**config.mk**
```make
export PLATFORM = sky130hd
export DESIGN_NAME = fifo_wr_arb
export DESIGN_NICKNAME = d
export VERILOG_FILES = /design/src/rtl/fifo_wr_arb_pkg.sv /design/src/rtl/rr_arb_lib.sv /design/src/rtl/fifo_wr_arb.sv
export SDC_FILE = /design/constraint.sdc
export NUM_CORES = 1
export LEC_CHECK = 0
export CAP_MARGIN = 20
export CORE_MARGIN = 2
export CORE_UTILIZATION = 38
export CTS_BUF_LIST = sky130_fd_sc_hd__clkbuf_2
export CTS_CLUSTER_SIZE = 12
export DETAILED_ROUTE_END_ITERATION = 16
export GPL_ROUTABILITY_DRIVEN = 1
export PLACE_DENSITY = 0.77
export SYNTH_ARGS = -nofsm -noshare
export SYNTH_HDL_FRONTEND = slang
export SYNTH_SLANG_ARGS = --single-unit
```
**constraint.sdc**
```tcl
create_clock -name clk -period 3.8 [get_ports clk]
set_clock_uncertainty 0.05 [all_clocks]
set_input_delay 0.57 -clock clk [delete_from_list [all_inputs] [get_ports clk]]
set_output_delay 0.57 -clock clk [all_outputs]
set_load 0.02 [all_outputs]
```
**src/rtl/fifo_wr_arb_pkg.sv**
```systemverilog
// Shared types and defaults for the FIFO write arbiter.
// The lock FSM state type is used only when FIFO_WR_ARB_LOCK_EN is defined.
package fifo_wr_arb_pkg;

    localparam int unsigned DEF_NUM_REQ   = 4;
    localparam int unsigned DEF_ENT_NUM   = 4;
    localparam int unsigned DEF_DATA_SIZE = 32;

    typedef enum logic {
        IDLE   = 1'b0,
        LOCKED = 1'b1
    } lock_state_e;

    // Round-robin successor of idx among n requesters.
    function automatic int unsigned rr_next(input int unsigned idx, input int unsigned n);
        return (idx + 1 == n) ? 0 : idx + 1;
    endfunction

endpackage

```
**src/rtl/rr_arb_lib.sv**
```systemverilog
// Combinational round-robin pick: first set req bit at or after rr_ptr, wrapping.
// Produces a one-hot grant and the matching encoded index.
module rr_arb_lib #(
    parameter int unsigned NUM_REQ = 4,
    parameter int unsigned IDX_W   = $clog2(NUM_REQ)
) (
    input  logic [NUM_REQ-1:0] req,
    input  logic [IDX_W-1:0]   rr_ptr,
    output logic [NUM_REQ-1:0] gnt,
    output logic [IDX_W-1:0]   gnt_idx
);

    logic        found;
    int unsigned k;

    always_comb begin
        gnt     = '0;
        gnt_idx = '0;
        found   = 1'b0;
        k       = 0;
        for (int unsigned i = 0; i < NUM_REQ; i++) begin
            k = (32'(rr_ptr) + i) % NUM_REQ;
            if (!found && req[k]) begin
                gnt[k]  = 1'b1;
                gnt_idx = IDX_W'(k);
                found   = 1'b1;
            end
        end
    end

endmodule

```
**src/rtl/fifo_wr_arb.sv**
```systemverilog
// Credit-based round-robin write arbiter in front of a one-in-one-out FIFO.
// Define FIFO_WR_ARB_LOCK_EN to add the req_lock port and the burst-lock FSM.
module fifo_wr_arb
    import fifo_wr_arb_pkg::*;
#(
    parameter int unsigned NUM_REQ   = DEF_NUM_REQ,
    parameter int unsigned ENT_NUM   = DEF_ENT_NUM,
    parameter int unsigned DATA_SIZE = DEF_DATA_SIZE,
    parameter int unsigned CRD_WIDTH = $clog2(ENT_NUM + 1)
) (
    input  logic                         clk,
    input  logic                         rst_n,
    input  logic [NUM_REQ-1:0]           req,
    input  logic [NUM_REQ*DATA_SIZE-1:0] req_data,
`ifdef FIFO_WR_ARB_LOCK_EN
    input  logic [NUM_REQ-1:0]           req_lock,
`endif
    output logic [NUM_REQ-1:0]           gnt,
    output logic                         fifo_in_vld,
    output logic [DATA_SIZE-1:0]         fifo_in_data,
    input  logic                         fifo_take,
    output logic [CRD_WIDTH-1:0]         crd_cnt,
    output logic                         no_crd
);

    localparam int unsigned          IDX_W    = $clog2(NUM_REQ);
    localparam logic [CRD_WIDTH-1:0] CRD_FULL = CRD_WIDTH'(ENT_NUM);

    logic [IDX_W-1:0]     rr_ptr_q, rr_ptr_d;
    logic [CRD_WIDTH-1:0] crd_q, crd_d;
    logic                 vld_q;
    logic [DATA_SIZE-1:0] data_q;

    logic                 crd_avail;
    logic [NUM_REQ-1:0]   arb_req, arb_gnt, gnt_int;
    logic [IDX_W-1:0]     arb_idx, sel_idx;
    logic                 grant;

    // No same-cycle bypass: only credits already held can be spent.
    assign crd_avail = (crd_q != '0);
    assign arb_req   = req & {NUM_REQ{crd_avail}};

    rr_arb_lib #(
        .NUM_REQ (NUM_REQ),
        .IDX_W   (IDX_W)
    ) u_rr_arb (
        .req     (arb_req),
        .rr_ptr  (rr_ptr_q),
        .gnt     (arb_gnt),
        .gnt_idx (arb_idx)
    );

`ifdef FIFO_WR_ARB_LOCK_EN
    lock_state_e      state_q, state_d;
    logic [IDX_W-1:0] lock_idx_q, lock_idx_d;
    logic             lock_hold;

    assign lock_hold = (state_q == LOCKED) && req[lock_idx_q] && req_lock[lock_idx_q];

    // rr_ptr already moved past the locked requester on the grant that entered
    // LOCKED; it stays frozen, so leaving the lock resumes from k+1.
    always_comb begin
        state_d    = state_q;
        lock_idx_d = lock_idx_q;
        rr_ptr_d   = rr_ptr_q;
        gnt_int    = arb_gnt;
        sel_idx    = arb_idx;
        if (lock_hold) begin
            gnt_int = '0;
            sel_idx = lock_idx_q;
            if (crd_avail) begin
                gnt_int[lock_idx_q] = 1'b1;
            end
        end else begin
            state_d = IDLE;
            if (|arb_gnt) begin
                rr_ptr_d   = IDX_W'(rr_next(32'(arb_idx), NUM_REQ));
                lock_idx_d = arb_idx;
                if (req_lock[arb_idx]) begin
                    state_d = LOCKED;
                end
            end
        end
    end

    always_ff @(posedge clk or negedge rst_n) begin
        if (!rst_n) begin
            state_q    <= IDLE;
            lock_idx_q <= '0;
        end else begin
            state_q    <= state_d;
            lock_idx_q <= lock_idx_d;
        end
    end
`else
    always_comb begin
        gnt_int  = arb_gnt;
        sel_idx  = arb_idx;
        rr_ptr_d = rr_ptr_q;
        if (|arb_gnt) begin
            rr_ptr_d = IDX_W'(rr_next(32'(arb_idx), NUM_REQ));
        end
    end
`endif

    assign grant = |gnt_int;

    // A take with the counter full is a protocol error; saturate instead of wrapping.
    always_comb begin
        crd_d = crd_q;
        unique case ({grant, fifo_take})
            2'b10:   crd_d = crd_q - 1'b1;
            2'b01:   if (crd_q != CRD_FULL) crd_d = crd_q + 1'b1;
            default: crd_d = crd_q;
        endcase
    end

    always_ff @(posedge clk or negedge rst_n) begin
        if (!rst_n) begin
            rr_ptr_q <= '0;
            crd_q    <= CRD_FULL;
            vld_q    <= 1'b0;
            data_q   <= '0;
        end else begin
            rr_ptr_q <= rr_ptr_d;
            crd_q    <= crd_d;
            vld_q    <= grant;
            if (grant) begin
                data_q <= req_data[32'(sel_idx) * DATA_SIZE +: DATA_SIZE];
            end
        end
    end

    assign gnt          = gnt_int;
    assign fifo_in_vld  = vld_q;
    assign fifo_in_data = data_q;
    assign crd_cnt      = crd_q;
    assign no_crd       = (crd_q == '0);

endmodule

```
==> results of run 1 <==
==> placed cells by master (no fill, tap or decap), drive strengths merged, types with 2 or more instances in the layout <==
cell type | netlist | final
clkdlybuf4s50 | 0 | 170
dfrtp | 37 | 37
nor3 | 37 | 37
mux2i | 35 | 35
o21a | 33 | 33
nand3 | 33 | 33
mux2 | 32 | 32
o31ai | 32 | 32
buf | 22 | 23
nor2 | 11 | 11
nand2 | 8 | 8
o21ai | 8 | 8
ha | 8 | 8
a21oi | 7 | 7
inv | 6 | 6
clkbuf | 18 | 5
a211oi | 5 | 5
nand2b | 3 | 3
nor4 | 3 | 3
o32a | 3 | 3
dlygate4sd2 | 0 | 3
or3 | 2 | 2
mux4 | 2 | 2
a22oi | 2 | 2
o31a | 2 | 2
a31oi | 2 | 2
a221o | 2 | 2
o22ai | 2 | 2
bufinv | 0 | 2
or4 | 2 | 2
==> kinds of logic after synthesis <==
kind of cell	synth area share, %
AOI/OAI and AO/OA	23.85
and+or+nand+nor	16.35
muxes	22.09
buffers and inverters	6.364
DFF	27.83
adders and majority gates	3.511
==> power by group <==
| part | leakage (nW) | total [mW] | internal (mW) | switching, mW |
|---|---|---|---|---|
| registers | 0.450 | 0.802 | 0.663 | 0.139 |
| clock network | 0.0506 | 0.321 | 0.175 | 0.146 |
| logic | 1.72 | 4.07 | 1.87 | 2.19 |
| total | 2.22 | 5.19 | 2.71 | 2.48 |
==> stage by stage <==
step	hold WS [ps]	setup WS, ps	cell area [um^2]	utilization [%]
5_1_grt	220.1	9.333	5429	62.25
3_5_place_dp	442.2	93.88	5316	60.96
6_report	203.5	245.3	5429	62.25
2_1_floorplan	224.4	147.7	3421	-
3_3_place_gp	432.1	144.2	5316	60.96
4_1_cts	210.2	9.488	5416	62.11
==> sequential cells by signal, indices dropped and copies added, names as in the netlist, named ones only <==
signal        cells
crd_cnt           3
fifo_in_data     32
fifo_in_vld       1
rr_ptr_q          1
==> area by class of cell <==
class	instances	area, um^2	share of cell area (%)
clock inverters	3	63.81	1.175
inverters	6	22.52	0.4148
clock buffers	5	25.02	0.4609
repair buffers	197	1936	35.65
flip-flops and latches	38	952.2	17.54
well taps	108	135.1	2.489
multi-input cells	292	2295	42.27
==> path summary, 6_finish.rpt <==
path / start / endpoint / slack (ps) / cells after the start
max in group asynchronous: rst_n / fifo_in_data[1] / 2920 / 1
worst max register to register: rr_ptr_q[1] / crd_cnt[1] / 550 / 11
worst min-delay path: rst_n / fifo_in_data[15] / 200 / 1
worst min register to register: fifo_in_data[1] / fifo_in_data[1] / 480 / 2
worst max-delay path: rr_ptr_q[1] / gnt[2] / 250 / 10
min in group clk: fifo_in_data[1] / fifo_in_data[1] / 480 / 2
==> metal layers <==
layer / global-route usage (%) / vias up / part of all wire (%)
met4: 7.060 / 0 / 2.2
met1: 27.30 / 1760 / 40
met3: 6.667 / 21 / 7.1
met5: 0 / - / 0
met2: 40.02 / 124 / 51
li1: - / 1756 / -
==> worst max-delay path: stages (launching register included) <==
cell,delay [ps]
dfrtp_1,420
inv_1,180
ha_4,270
or3b_2,460
a2111oi_2,350
nor3_2,90
nor2_2,150
buf_4,150
a22oi_1,80
o21ai_0,70
dlygate4sd2_1,350
==> repair_timing <==
action / 4_1_cts / 5_1_grt
endpoints found under the setup margin: 4 / 3
pin swaps: 1 / 0
resized for setup: 6 / 2
setup buffers: 1 / 0
==> synthesized netlist by cell type (all sizes together) (2+ instances only) <==
cell type,instances
a21oi,7
a22oi,2
or4,2
ha,8
dfrtp,37
mux4,2
nor4,3
mux2i,35
mux2,32
nand2b,3
a221o,2
nor2,11
o32a,3
o21a,33
o22ai,2
clkbuf,18
nand3,33
or3,2
inv,6
o31a,2
a31oi,2
a211oi,5
nand2,8
buf,22
nor3,37
o31ai,32
o21ai,8
==> impl_metrics.env, run 1 <==
export IMPL_dp_cells=640
export IMPL_yosysUniqueCellTypes=53
export IMPL_cts_tree="built"
export IMPL_htreeDepth=2
export IMPL_die_w_um=98.88
export IMPL_cp_arrival_ps=2930
export IMPL_finalHoldViolCount=0
export IMPL_grt_pass1_wl_um=18230
export IMPL_finalNonFillerCells=649
export IMPL_worstSetupEndpointType="primary output"
export IMPL_cp_data_required_time_ps=3180
export IMPL_io_pins=176
export IMPL_yosysWarnings=0
export IMPL_dieArea_mm2=0.009777
export IMPL_routed_via_density=5.641
export IMPL_slew_headroom_pct=39.81
export IMPL_period_share_pct=93.54
export IMPL_start_util_pct=39.23
export IMPL_hold_buffers=0
export IMPL_netlist_instances=376
export IMPL_row_count=34
export IMPL_diodes=0
export IMPL_fin_setup_tns_ps=0
export IMPL_antenna_left=0
export IMPL_rsz0062_at_grt="false"
export IMPL_worst_skew_pair_late_latency_ps=390
export IMPL_grt_overflow_total=0
export IMPL_crit_path_start_kind="register"
export IMPL_powerDensity_mw_per_mm2=956.1
export IMPL_synthToLayoutAreaGrowth_pct=58.71
export IMPL_timing_fmax_mhz=281.3
export IMPL_ir_drop_uv=471.3
export IMPL_final_nets=684
export IMPL_path_clk_slew_ps=220
export IMPL_seq_area_frac_synth_pct=27.83
export IMPL_grt_pass1_vias=3815
export IMPL_vias=3661
export IMPL_drv_cap=0
export IMPL_drc_errors=0
export IMPL_drtIter0Drc=91
export IMPL_clockBufferDepth=2
export IMPL_synth_flop_cell="dfrtp_1"
export IMPL_synthArstFlopShare_pct=100.0
export IMPL_synth_edff_count=0
export IMPL_synth_area_leaders="dfrtp_1, mux2_2, mux2i_1, o21a_1, o31ai_1"
export IMPL_period_needed_ps=3555
export IMPL_syn_area_per_cell_um2=9.098
export IMPL_final_max_slew_viol_count=0
export IMPL_status="finished clean"
export IMPL_cp_max_fo=9
export IMPL_synth_top_cell_area_share_pct=27.07
export IMPL_drt_wl_total_um=11380
export IMPL_hold_class="in2async"
export IMPL_numClockSinks=38
export IMPL_worst_pin_slew_ps=902.8
export IMPL_leakage_nw=2.225
export IMPL_ys_seq_elements=38
export IMPL_setup_violations=0
export IMPL_grt_max_degree=67
export IMPL_synth_top_area_cell="dfrtp_1"
export IMPL_die_h_um=98.88
export IMPL_gp_congestion=0.8791
export IMPL_fillers=771
export IMPL_syn_nets=520
export IMPL_dr_pass1_iters=4
export IMPL_clock_root_buffer="clkbuf_2"
export IMPL_syn_area_mm2=0.003421
export IMPL_io_buffer_count=175
export IMPL_antenna_found_initial=0
export IMPL_crit_type="reg2out"
export IMPL_numCtsBuffers=5
export IMPL_core_mm2=0.008721
export IMPL_power_mw=5.191
export IMPL_grt_usage_pct=22.97
export IMPL_hpwl_um=8510
export IMPL_wire_per_inst_um=17.54
export IMPL_layout_drive_gt1_share_pct=14.60
(Power assumes the default switching activity.)
==> run 2: changes to the inputs <==
--- a/config.mk
+++ b/config.mk
@@ -6,8 +6,10 @@
 export NUM_CORES = 1
 export LEC_CHECK = 0
 export CAP_MARGIN = 20
+export CELL_PAD_IN_SITES_DETAIL_PLACEMENT = 0
+export CELL_PAD_IN_SITES_GLOBAL_PLACEMENT = 1
 export CORE_MARGIN = 2
-export CORE_UTILIZATION = 38
+export CORE_UTILIZATION = 27
 export CTS_BUF_LIST = sky130_fd_sc_hd__clkbuf_2
 export CTS_CLUSTER_SIZE = 12
 export DETAILED_ROUTE_END_ITERATION = 16
==> run 2 against run 1 <==
Register-to-register slack worse by 70 ps. Via count down 1.6%. Maximum frequency about the same. Flip-flop and latch count unchanged. Setup slack worse by 0.86 ps. Cell area up 0.46%. Critical path depth down 1. Sequential share of layout area down 0.080 points. Count of clock-buffer cells in the layout unchanged. Worst hold slack better by 5.2 ps. Die area up 39%. Power down 2.4%. Largest power group unchanged.
==> impl_metrics.env, run 2 (synthesized netlist as in run 1, its figures left out) <==
export IMPL_fin_setup_tns_ps=0
export IMPL_setup_ws_ps=244.5
export IMPL_grt_overflow_total=0
export IMPL_timing_fmax_mhz=281.3
export IMPL_post_cts_resized=6
export IMPL_vias=3602
export IMPL_grt_max_degree=48
export IMPL_drt_met1_wl_um=4688
export IMPL_start_util_pct=27.33
export IMPL_grt_pass1_vias=3603
export IMPL_hold_ws_ps=208.7
export IMPL_r2r_start="rr_ptr_q[1]"
export IMPL_hpwl_um=8335
export IMPL_drtIter0Drc=221
export IMPL_r2r_end="crd_cnt[1]"
export IMPL_power_mw=5.068
export IMPL_worstSetupEndpointType="primary output"
export IMPL_htreeDepth=2
export IMPL_multi_input_area_mm2=0.002288
export IMPL_final_max_slew_viol_count=0
export IMPL_ir_drop_uv=421.7
export IMPL_worst_pin_slew_ps=893.4
export IMPL_fin_util_pct=43.57
export IMPL_highest_layer="met4"
export IMPL_layout_drive_gt1_share_pct=14.92
export IMPL_cp_data_required_time_ps=3180
export IMPL_die_h_um=116.6
export IMPL_dp_cells=707
export IMPL_worst_skew_pair_late_latency_ps=390
export IMPL_rsz0062_at_grt="false"
export IMPL_leakage_nw=2.196
export IMPL_wl_met3_um=561
export IMPL_powerDensity_mw_per_mm2=929.3
export IMPL_placedInstanceArea_mm2=0.005425
export IMPL_die_w_um=116.6
export IMPL_hold_buffers=0
export IMPL_synthToLayoutAreaGrowth_pct=59.44
export IMPL_numCtsBuffers=5
export IMPL_period_share_pct=93.57
export IMPL_grt_pass1_wl_um=17530
export IMPL_antenna_found_initial=0
export IMPL_crit_type="reg2out"
export IMPL_path_cells="inv_1, ha_2, or3b_2, a2111oi_2, nor3_2, nor2_1, buf_4, a221o_1, dlygate4sd2_1"
export IMPL_io_pins=176
export IMPL_slew_headroom_pct=40.44
export IMPL_cp_arrival_ps=2940
export IMPL_layout_commonest_cell="clkdlybuf4s50_1"
export IMPL_cts_tree="built"
export IMPL_clockBufferDepth=2
export IMPL_setup_violations=0
export IMPL_row_count=41
export IMPL_final_nets=686
export IMPL_dieArea_mm2=0.01359
export IMPL_routed_via_density=5.038
export IMPL_period_needed_ps=3556
export IMPL_ff2ff_path_depth=11
export IMPL_cp_max_fo=9
export IMPL_finalInstanceArea_mm2=0.005454
export IMPL_drv_cap=0
export IMPL_path_clk_slew_ps=200
export IMPL_drt_wl_total_um=11120
export IMPL_gp_congestion=0.8338
export IMPL_status="finished clean"
export IMPL_drc_errors=0
export IMPL_finalNonFillerCells=715
export IMPL_largest_reg_flops=32
export IMPL_diodes=0
export IMPL_io_buffer_count=175
export IMPL_core_mm2=0.01252
export IMPL_clock_root_buffer="clkbuf_2"
export IMPL_critical_path_slowest_cell="or3b_2"
export IMPL_r2r_setup_slack_ps=480
export IMPL_final_cell_mix="clkdlybuf4s50_1, dfrtp_1, nor3_1, mux2i_1"
export IMPL_crit_path_start_kind="register"
export IMPL_numClockSinks=38
export IMPL_cpPeakStageDelay_ps=470
export IMPL_antenna_left=0
export IMPL_finalHoldViolCount=0
export IMPL_hold_class="in2async"
export IMPL_post_cts_buffers=0
export IMPL_met2_length_um=5695
export IMPL_fillers=1270
export IMPL_wire_per_inst_um=15.56
export IMPL_dr_pass1_iters=4
export IMPL_ff_latch_area_um2=952.2
export IMPL_place_ws_ps=40.78
export IMPL_grt_usage_pct=16.10
run 2: cell count changes in the layout (fill, tap and decap cells not counted), moves of 2 or more:
cell       change
buf_4          +2
clkbuf_2       +2
bufinv_16      -2
clkinv_1       +2
nor2_2         -2
run 2: how the worst max path moves through the flow:
stage	from	to	cells after the start	slack, ps
finish	rr_ptr_q[1]	gnt[3]	9	240
CTS	rr_ptr_q[1]	gnt[2]	10	140
detailed placement	req[2]	gnt[2]	7	40
floorplan	rr_ptr_q[1]	crd_cnt[1]	13	150
global route	rr_ptr_q[1]	gnt[3]	9	30
global placement	req[2]	gnt[2]	7	120
run 2: where the power goes:
part	internal (mW)	switching, mW
clock network	0.0393	0.139
logic	1.89	2.21
registers	0.663	0.130
total	2.59	2.48
run 2: layout make-up:
| cell class | count | area share, % |
|---|---|---|
| multi-input cells | 292 | 41.96 |
| clock inverters | 3 | 0.2065 |
| clock buffers | 5 | 0.4588 |
| inverters | 6 | 0.4129 |
| well taps | 172 | 3.946 |
| flip-flops and latches | 38 | 17.46 |
| repair buffers | 199 | 35.56 |
run 2: critical path: cells and delay by family (launching register included):
family	cells	cell delay, ps
simple gates	3	650
buf+inv	3	620
compound gates	2	480
flops	1	410
fa+ha+maj	1	370
run 2: layer usage:
metal | global-route usage [%] | up-vias
li1 | - | 1763
met1 | 19.28 | 1724
met2 | 29.19 | 101
met3 | 3.114 | 14
met4 | 4.784 | 0
met5 | 0 | -
==> run 3: changes to the inputs <==
--- a/config.mk
+++ b/config.mk
@@ -8,6 +8,7 @@
 export CAP_MARGIN = 20
 export CELL_PAD_IN_SITES_DETAIL_PLACEMENT = 0
 export CELL_PAD_IN_SITES_GLOBAL_PLACEMENT = 1
+export CORE_ASPECT_RATIO = 1.5
 export CORE_MARGIN = 2
 export CORE_UTILIZATION = 27
 export CTS_BUF_LIST = sky130_fd_sc_hd__clkbuf_2
@@ -15,6 +16,7 @@
 export DETAILED_ROUTE_END_ITERATION = 16
 export GPL_ROUTABILITY_DRIVEN = 1
 export PLACE_DENSITY = 0.77
+export SETUP_SLACK_MARGIN = 0.3
 export SYNTH_ARGS = -nofsm -noshare
 export SYNTH_HDL_FRONTEND = slang
 export SYNTH_SLANG_ARGS = --single-unit
==> run 3 against run 2 <==
Register-to-register slack improved by 100 ps. Non-clock buffer count rose by 3. Routed wire length rose by 7.4%. Setup slack improved by 260 ps. Die area rose by 0.14%. Via count rose by 1.7%. Power rose by 2.2%. Global-route usage rose by 1.9 points. Sequential power rose by 2%. Highest routed layer unchanged. Count of clock-buffer cells in the layout rose by 1. Core utilization rose by 0.54 points. Flip-flop and latch count did not move.
==> impl_metrics.env, run 3 (synthesized netlist as in run 1, its figures left out) <==
export IMPL_clock_root_buffer="clkbuf_2"
export IMPL_drv_cap=0
export IMPL_finalInstanceArea_mm2=0.005492
export IMPL_cp_max_fo=17
export IMPL_grt_pass1_wl_um=19150
export IMPL_grt_usage_pct=17.98
export IMPL_cp_arrival_ps=2680
export IMPL_crit_path_start_kind="register"
export IMPL_setup_violations=0
export IMPL_timing_fmax_mhz=303.1
export IMPL_grt_max_degree=67
export IMPL_ff2ff_path_depth=10
export IMPL_routed_via_density=5.217
export IMPL_finalHoldViolCount=0
export IMPL_power_switching_mw=2.531
export IMPL_layout_drive_gt1_share_pct=16.33
export IMPL_hold_buffers=0
export IMPL_grtUsageMet1_pct=19.70
export IMPL_clockBufferDepth=2
export IMPL_wire_per_inst_um=17.01
export IMPL_core_mm2=0.01245
export IMPL_hold_ws_ps=206.8
export IMPL_hpwl_um=9041
export IMPL_drc_errors=0
export IMPL_cts_tree="built"
export IMPL_rsz0062_at_grt="false"
export IMPL_htreeDepth=2
export IMPL_antenna_left=0
export IMPL_vias=3662
export IMPL_final_max_slew_viol_count=0
export IMPL_met2_usage_pct=33.82
export IMPL_place_ws_ps=64.02
export IMPL_die_h_um=141.9
export IMPL_period_share_pct=86.81
export IMPL_slew_headroom_pct=40.05
export IMPL_setup_ws_ps=501.1
export IMPL_fin_setup_tns_ps=0
export IMPL_hold_class="in2async"
export IMPL_cp_data_required_time_ps=3180
export IMPL_fin_util_pct=44.11
export IMPL_placedInstanceArea_mm2=0.005438
export IMPL_status="finished clean"
export IMPL_path_clk_slew_ps=210
export IMPL_largest_reg_flops=32
export IMPL_drtIter0Drc=161
export IMPL_r2r_setup_slack_ps=580
export IMPL_crit_path_end="gnt[0]"
export IMPL_crit_type="reg2out"
export IMPL_io_buffer_count=175
export IMPL_dieArea_mm2=0.01360
export IMPL_worstSetupEndpointType="primary output"
export IMPL_leakage_nw=2.215
export IMPL_power_internal_mw=2.647
export IMPL_gp_congestion=0.7770
export IMPL_dp_cells=692
export IMPL_busiest_layer="met2"
export IMPL_use_met3_pct=2.655
export IMPL_final_nets=689
export IMPL_antenna_found_initial=1
export IMPL_seq_power_share_pct=15.6
export IMPL_grt_pass1_vias=3933
export IMPL_period_needed_ps=3299
export IMPL_final_cell_mix="clkdlybuf4s50_1, nor3_1, dfrtp_1, mux2i_1"
export IMPL_worst_skew_pair_late_latency_ps=410
export IMPL_swShare_pct=48.89
export IMPL_finalNonFillerCells=702
export IMPL_numCtsBuffers=5
export IMPL_clkPwrFrac_pct=3.5
export IMPL_row_count=50
export IMPL_synthToLayoutAreaGrowth_pct=60.53
export IMPL_start_util_pct=27.48
export IMPL_drt_wl_total_um=11940
export IMPL_ir_drop_uv=374.7
export IMPL_die_w_um=95.91
export IMPL_powerDensity_mw_per_mm2=942.9
export IMPL_comb_power_share_pct=80.9
export IMPL_worst_pin_slew_ps=899.3
export IMPL_power_mw=5.178
export IMPL_layout_commonest_cell="clkdlybuf4s50_1"
export IMPL_dr_pass1_iters=4
export IMPL_numClockSinks=38
export IMPL_r2r_end="crd_cnt[1]"
export IMPL_grt_overflow_total=0
export IMPL_io_pins=176
==> run 3: cell count changes in the layout (fill, tap and decap cells not counted), sizes merged <==
| cell | before | now |
|---|---|---|
| clkbuf | 7 | 6 |
| diode | 0 | 1 |
| clkinv | 3 | 1 |
| dlygate4sd2 | 2 | 0 |
| buf | 25 | 32 |
==> run 3: repair_timing <==
item                                    in CTS  in global routing
pin swaps                                    1                  0
endpoints found under the setup margin       4                  4
buffers inserted                             2                  0
gates resized for setup                     20                  5
==> run 3: worst min-delay path by stage <==
| stage | slack, ps | startpoint | depth (start not counted) | to |
|---|---|---|---|---|
| 2_1_floorplan | 220 | rst_n | 0 | asynchronous set/reset pin |
| 3_3_place_gp | 430 | fifo_in_data[21] | 2 | fifo_in_data[21] |
| 3_5_place_dp | 440 | fifo_in_data[7] | 2 | fifo_in_data[7] |
| 4_1_cts | 210 | rst_n | 1 | fifo_in_data[4] |
| 5_1_grt | 240 | rst_n | 1 | fifo_in_data[4] |
| 6_report | 210 | rst_n | 1 | fifo_in_data[1] |
==> run 3: area by class of cell <==
type                       count  area (um^2)
fill                        1203         6958
multi-input combinational    292         2302
timing repair buffer         202         1979
sequential                    38        953.4
tap                          156        195.2
clock buffer                   6        30.03
inverter                       6        25.02
clock inverter                 1        3.754
antenna                        1        2.502
==> run 3: power groups by stage <==
stage / logic (mW) / clock network [mW] / registers (mW)
final: 4.19 / 0.180 / 0.807
after global routing: 4.60 / 0.208 / 0.836
after CTS: 4.25 / 0.193 / 0.807
after detailed placement: 4.25 / 0 / 0.812
after global placement: 4.19 / 0 / 0.802
after floorplan: 2.62 / 0 / 1.05
==> run 3: layer usage <==
| layer | vias up | part of all wire, % | routed length, um |
|---|---|---|---|
| met5 | - | 0 | 0 |
| met4 | 0 | 3.1 | 370 |
| met3 | 19 | 4.8 | 577 |
| met2 | 123 | 55 | 6511 |
| met1 | 1741 | 38 | 4484 |
| li1 | 1779 | - | - |
==> run 3: worst max-delay path, stage by stage (launching register included) <==
cell and delay [ps]:
dfrtp_2 430, buf_4 240, mux4_2 550, or4_4 510
nor2_2 180, a22oi_1 90, o21ai_0 80, buf_2 180
